==> config.mk <==
export PLATFORM = sky130hd
export DESIGN_NAME = piso_serializer
export DESIGN_NICKNAME = d
export VERILOG_FILES = /design/src/rtl/piso_pkg.sv /design/src/rtl/piso_serializer.sv
export SDC_FILE = /design/constraint.sdc
export NUM_CORES = 1
export LEC_CHECK = 0
export CORE_UTILIZATION = 35
export DETAILED_ROUTE_END_ITERATION = 10
export HOLD_SLACK_MARGIN = 0.08
export PLACE_DENSITY = 0.7
export SYNTH_ARGS = -nofsm -noshare
export SYNTH_HDL_FRONTEND = slang
export SYNTH_SLANG_ARGS = --single-unit
export TNS_END_PERCENT = 30
==> constraint.sdc <==
create_clock -name clk -period 1.6 [get_ports clk]
set_clock_uncertainty 0.15 [all_clocks]
set_input_delay 0.4 -clock clk [delete_from_list [all_inputs] [get_ports clk]]
set_output_delay 0.4 -clock clk [all_outputs]
set_load 0.02 [all_outputs]
==> src/rtl/piso_pkg.sv <==
// Shared types for the parallel-in/serial-out serializer.
package piso_pkg;

    // Controller state: IDLE waits for a word, SHIFT streams one out.
    typedef enum logic {
        IDLE  = 1'b0,
        SHIFT = 1'b1
    } piso_state_e;

    // Default frame width, matching the fixed 8-bit part this block replaces.
    localparam int PISO_DEFAULT_WIDTH = 8;

endpackage

==> src/rtl/piso_serializer.sv <==
// Parametrised PISO shift register with valid/ready load, selectable bit
// order, clock-inhibit freeze, serial cascade input and frame-done pulse.
// A word offered while the last bit of the current frame is on qh is loaded
// in place of the final shift, giving gapless back-to-back frames.
module piso_serializer
    import piso_pkg::*;
#(
    parameter int WIDTH     = PISO_DEFAULT_WIDTH,
    parameter bit LSB_FIRST = 1'b0,
    localparam int CW       = $clog2(WIDTH)
) (
    input  logic             clk,
    input  logic             rst_n,
    input  logic             clk_inh,
    input  logic             ser_in,
    input  logic             load_valid,
    output logic             load_ready,
    input  logic [WIDTH-1:0] load_data,
    output logic             qh,
    output logic [WIDTH-1:0] q,
    output logic             busy,
    output logic             done,
    output logic [CW-1:0]    bit_cnt
);

    // Index of the last bit of a frame, sized to the counter.
    localparam logic [CW-1:0] LAST_IDX = CW'(WIDTH - 1);

    piso_state_e      state_reg, state_next;
    logic [WIDTH-1:0] q_reg, q_next;
    logic [WIDTH-1:0] shifted;
    logic [CW-1:0]    bit_cnt_reg, bit_cnt_next;
    logic             done_reg, done_next;
    logic             last_bit;
    logic             accept;

    // The final bit of the frame is currently on qh.
    assign last_bit   = (bit_cnt_reg == LAST_IDX);

    // Ready in IDLE, or on the last bit so the next word follows without a gap.
    assign load_ready = !clk_inh &&
                        ((state_reg == IDLE) || ((state_reg == SHIFT) && last_bit));
    assign accept     = load_valid && load_ready;

    // Bit order is fixed at elaboration: build the shifted word and the
    // serial tap from LSB_FIRST so no runtime order mux exists.
    genvar gi;
    generate
        if (LSB_FIRST == 1'b0) begin : g_msb_first
            assign shifted[0] = ser_in;
            for (gi = 1; gi < WIDTH; gi++) begin : g_bit
                assign shifted[gi] = q_reg[gi-1];
            end
            assign qh = q_reg[WIDTH-1];
        end else begin : g_lsb_first
            assign shifted[WIDTH-1] = ser_in;
            for (gi = 0; gi < WIDTH - 1; gi++) begin : g_bit
                assign shifted[gi] = q_reg[gi+1];
            end
            assign qh = q_reg[0];
        end
    endgenerate

    // Next-state, datapath and done decode; everything holds while inhibited.
    always_comb begin
        state_next   = state_reg;
        q_next       = q_reg;
        bit_cnt_next = bit_cnt_reg;
        done_next    = 1'b0;
        if (!clk_inh) begin
            // Done marks the final shift edge whether or not a new word loads.
            if ((state_reg == SHIFT) && last_bit) begin
                done_next = 1'b1;
            end
            if (accept) begin
                // A load takes precedence over the final shift.
                q_next       = load_data;
                bit_cnt_next = '0;
                state_next   = SHIFT;
            end else if (state_reg == SHIFT) begin
                q_next = shifted;
                if (last_bit) begin
                    bit_cnt_next = '0;
                    state_next   = IDLE;
                end else begin
                    bit_cnt_next = bit_cnt_reg + CW'(1);
                end
            end
        end
    end

    // State registers with synchronous active-low reset taking priority.
    always_ff @(posedge clk) begin
        if (!rst_n) begin
            state_reg   <= IDLE;
            q_reg       <= '0;
            bit_cnt_reg <= '0;
            done_reg    <= 1'b0;
        end else begin
            state_reg   <= state_next;
            q_reg       <= q_next;
            bit_cnt_reg <= bit_cnt_next;
            done_reg    <= done_next;
        end
    end

    assign q       = q_reg;
    assign busy    = (state_reg == SHIFT);
    assign done    = done_reg;
    assign bit_cnt = bit_cnt_reg;

endmodule

==> impl_metrics.yaml <==
timing:
  worst_slack_ns: -0.201
  drv_slew: 0
  layout_min_cycle_time_ns: 1.80
  tightest_slew_ns: 0.259
  hold_slack_ns: 0.353
  max_freq_mhz: 555
  rsz0062_at_grt: "yes"
  finalHoldViolCount: 0
  setup_viol: 1
  period_share_pct: 113
  max-slew-margin-rel_pct: 82.7
  fin_setup_tns_ns: -0.201
worst_setup_path:
  crit_fanout: 2
  crit_path_start_kind: "register"
  critPathCaptureType: "output port"
  crit_arrival_ns: 1.25
  critPathKind: "reg -> out"
  worst_ep_required_time_ns: 1.05
finish:
  largest_reg_flops: 8
  multi_input_area_um2: 365
  n_antenna_cell: 0
  fin_cells: 117
  area_delta_synth_final_pct: 64.4
  drive_gt1_share_pct: 31.7
  num-nets-final: 117
  fillers: 154
  final_core_util_pct: 64.2
  regArea_um2: 269
  final_cell_mix: "11 x clkdlybuf4s50_1, 11 x buf_4, 10 x dfxtp_1, 10 x dlygate4sd2_1"
die:
  initial_core_util_pct: 39.0
  die_area_um2: 1930
  dieHeight_um: 43.9
  num_rows: 14
  boundaryPins: 28
  coreArea_um2: 1580
  die_x_um: 43.9
synthesis:
  yosysUniqueCellTypes: 25
  synth_seq_area_share_pct: 42.3
  synth_area_um2: 616
  avgSynthCellArea_um2: 9.33
  ys_ff_latch: 13
  ys.warnings.count: 0
  netlist_instances: 66
  synth_nets: 81
drt:
  drt_iter0_drc: 21
  ant_nets: 0
  wl_mm: 1.52
  post-route-drc-count: 1
  via_per_inst: 5.49
  first_pass_iters: 7
  wire_per_inst_um: 13.0
  vias: 642
placement:
  dp.cells: 113
  numPortBuffers: 27
  dp.final_hpwl_mm: 1.14
  globalplace.congestion: 0.780
flow_run:
  maxCapViolations: 0
global_route:
  antenna_found_initial: 0
  first_global_vias: 585
  grt_max_degree: 14
  grt_usage_pct: 18.3
  gr-total-overflow: 0
  grt_pass1_wl_mm: 2.55
clock_network:
  worstSkewPairLatency_ns: 0.28
  clk_pin_slew_ns: 0.08
  h-tree-depth: 1
  root_buffer: "clkbuf_4"
  cts_setup_buffers: 0
  cts_tree: "built"
  clock_sinks: 13
  cts_buffers: 3
  clockBufferDepth: 2
pwr:
  fin_total_pwr_mw: 0.743
  leakagePower_nw: 0.427
  peakVddDrop_mv: 0.668
  powerDensity_nw_per_um2: 734
outcome:
  violations: "design-rule violations, negative setup slack"
  outcome: "finished with violations"
min_path:
  hp-class: "reg -> reg"
-- power by group --
| group | leakage, nW | internal (mW) | switching, mW |
|---|---|---|---|
| logic | 0.303 | 0.0933 | 0.0882 |
| registers | 0.109 | 0.341 | 0.0143 |
| clock network | 0.0150 | 0.0970 | 0.110 |
| total | 0.427 | 0.531 | 0.212 |
-- per-stage QoR --
stage	setup WS, ns	cell area (um2)
6_report	-0.201	1010
3_3_place_gp	-0.528	990
5_1_grt	-0.267	1010
3_5_place_dp	-0.532	990
4_1_cts	-0.219	1010
2_1_floorplan	0.00482	659
-- critical path, cell delays in order (launching register included) --
cell     delay (ns)
dfxtp_4        0.35
ha_4           0.16
ha_4           0.16
nor2b_4        0.13
nor2_4         0.04
buf_6          0.12
-- metal layers --
layer	part of all wire (%)	GRT usage (%)
met1	46	24.1
met2	47	27.5
met3	6.5	7.50
met4	0.92	5.45
met5	0	0
-- kinds of logic after synthesis --
group                      after synthesis  synth area share [%]
buffers and inverters                    8                  6.91
AOI/OAI and AO/OA                       23                  30.1
DFF                                     13                  42.3
adders and majority gates                2                  4.06
and+or+nand+nor                         20                  16.7
-- worst paths after layout --
path / depth (start not counted) / end / slack, ns / from
setup / recovery: 5 / load_ready / -0.20 / bit_cnt[1]$_SDFFE_PN0P_
hold / removal: 2 / q[7]$_SDFFE_PN0P_ / 0.35 / q[7]$_SDFFE_PN0P_
setup reg to reg: 5 / bit_cnt[0]$_SDFFE_PN0P_ / 0.07 / bit_cnt[1]$_SDFFE_PN0P_
hold reg to reg: 2 / q[7]$_SDFFE_PN0P_ / 0.35 / q[7]$_SDFFE_PN0P_
-- final cells by class --
type | count | area share, %
Multi-Input combinational cell | 45 | 36.1
Timing Repair Buffer | 38 | 32.4
Sequential cell | 13 | 26.6
Clock buffer | 4 | 2.60
Tap cell | 16 | 1.98
Inverter | 1 | 0.371
-- timing repair --
| action | 4_1_cts | 5_1_grt |
|---|---|---|
| pin swaps | 0 | 3 |
| hold buffers | 0 | 0 |
| resized for setup | 32 | 7 |
| setup endpoints to repair | 24 | 13 |
-- synth_stat cells, drive strengths merged --
| cell type | count | area share (%) |
|---|---|---|
| nand2b | 2 | 2.4 |
| nor2 | 9 | 5.5 |
| clkbuf | 4 | 2.6 |
| o31ai | 8 | 9.8 |
| dfxtp | 13 | 42 |
| buf | 3 | 3.7 |
| and3 | 1 | 1.0 |
| o21ai | 1 | 0.81 |
| inv | 1 | 0.61 |
| and2b | 1 | 1.4 |
| o21ba | 1 | 1.6 |
| o21bai | 1 | 1.2 |
| nor2b | 3 | 3.0 |
| and2 | 1 | 1.0 |
| or3 | 1 | 1.0 |
| a21boi | 2 | 2.4 |
| o32ai | 8 | 11 |
| ha | 2 | 4.1 |
| a32oi | 2 | 2.8 |
| nand2 | 2 | 1.2 |
(Power assumes the default switching activity.)
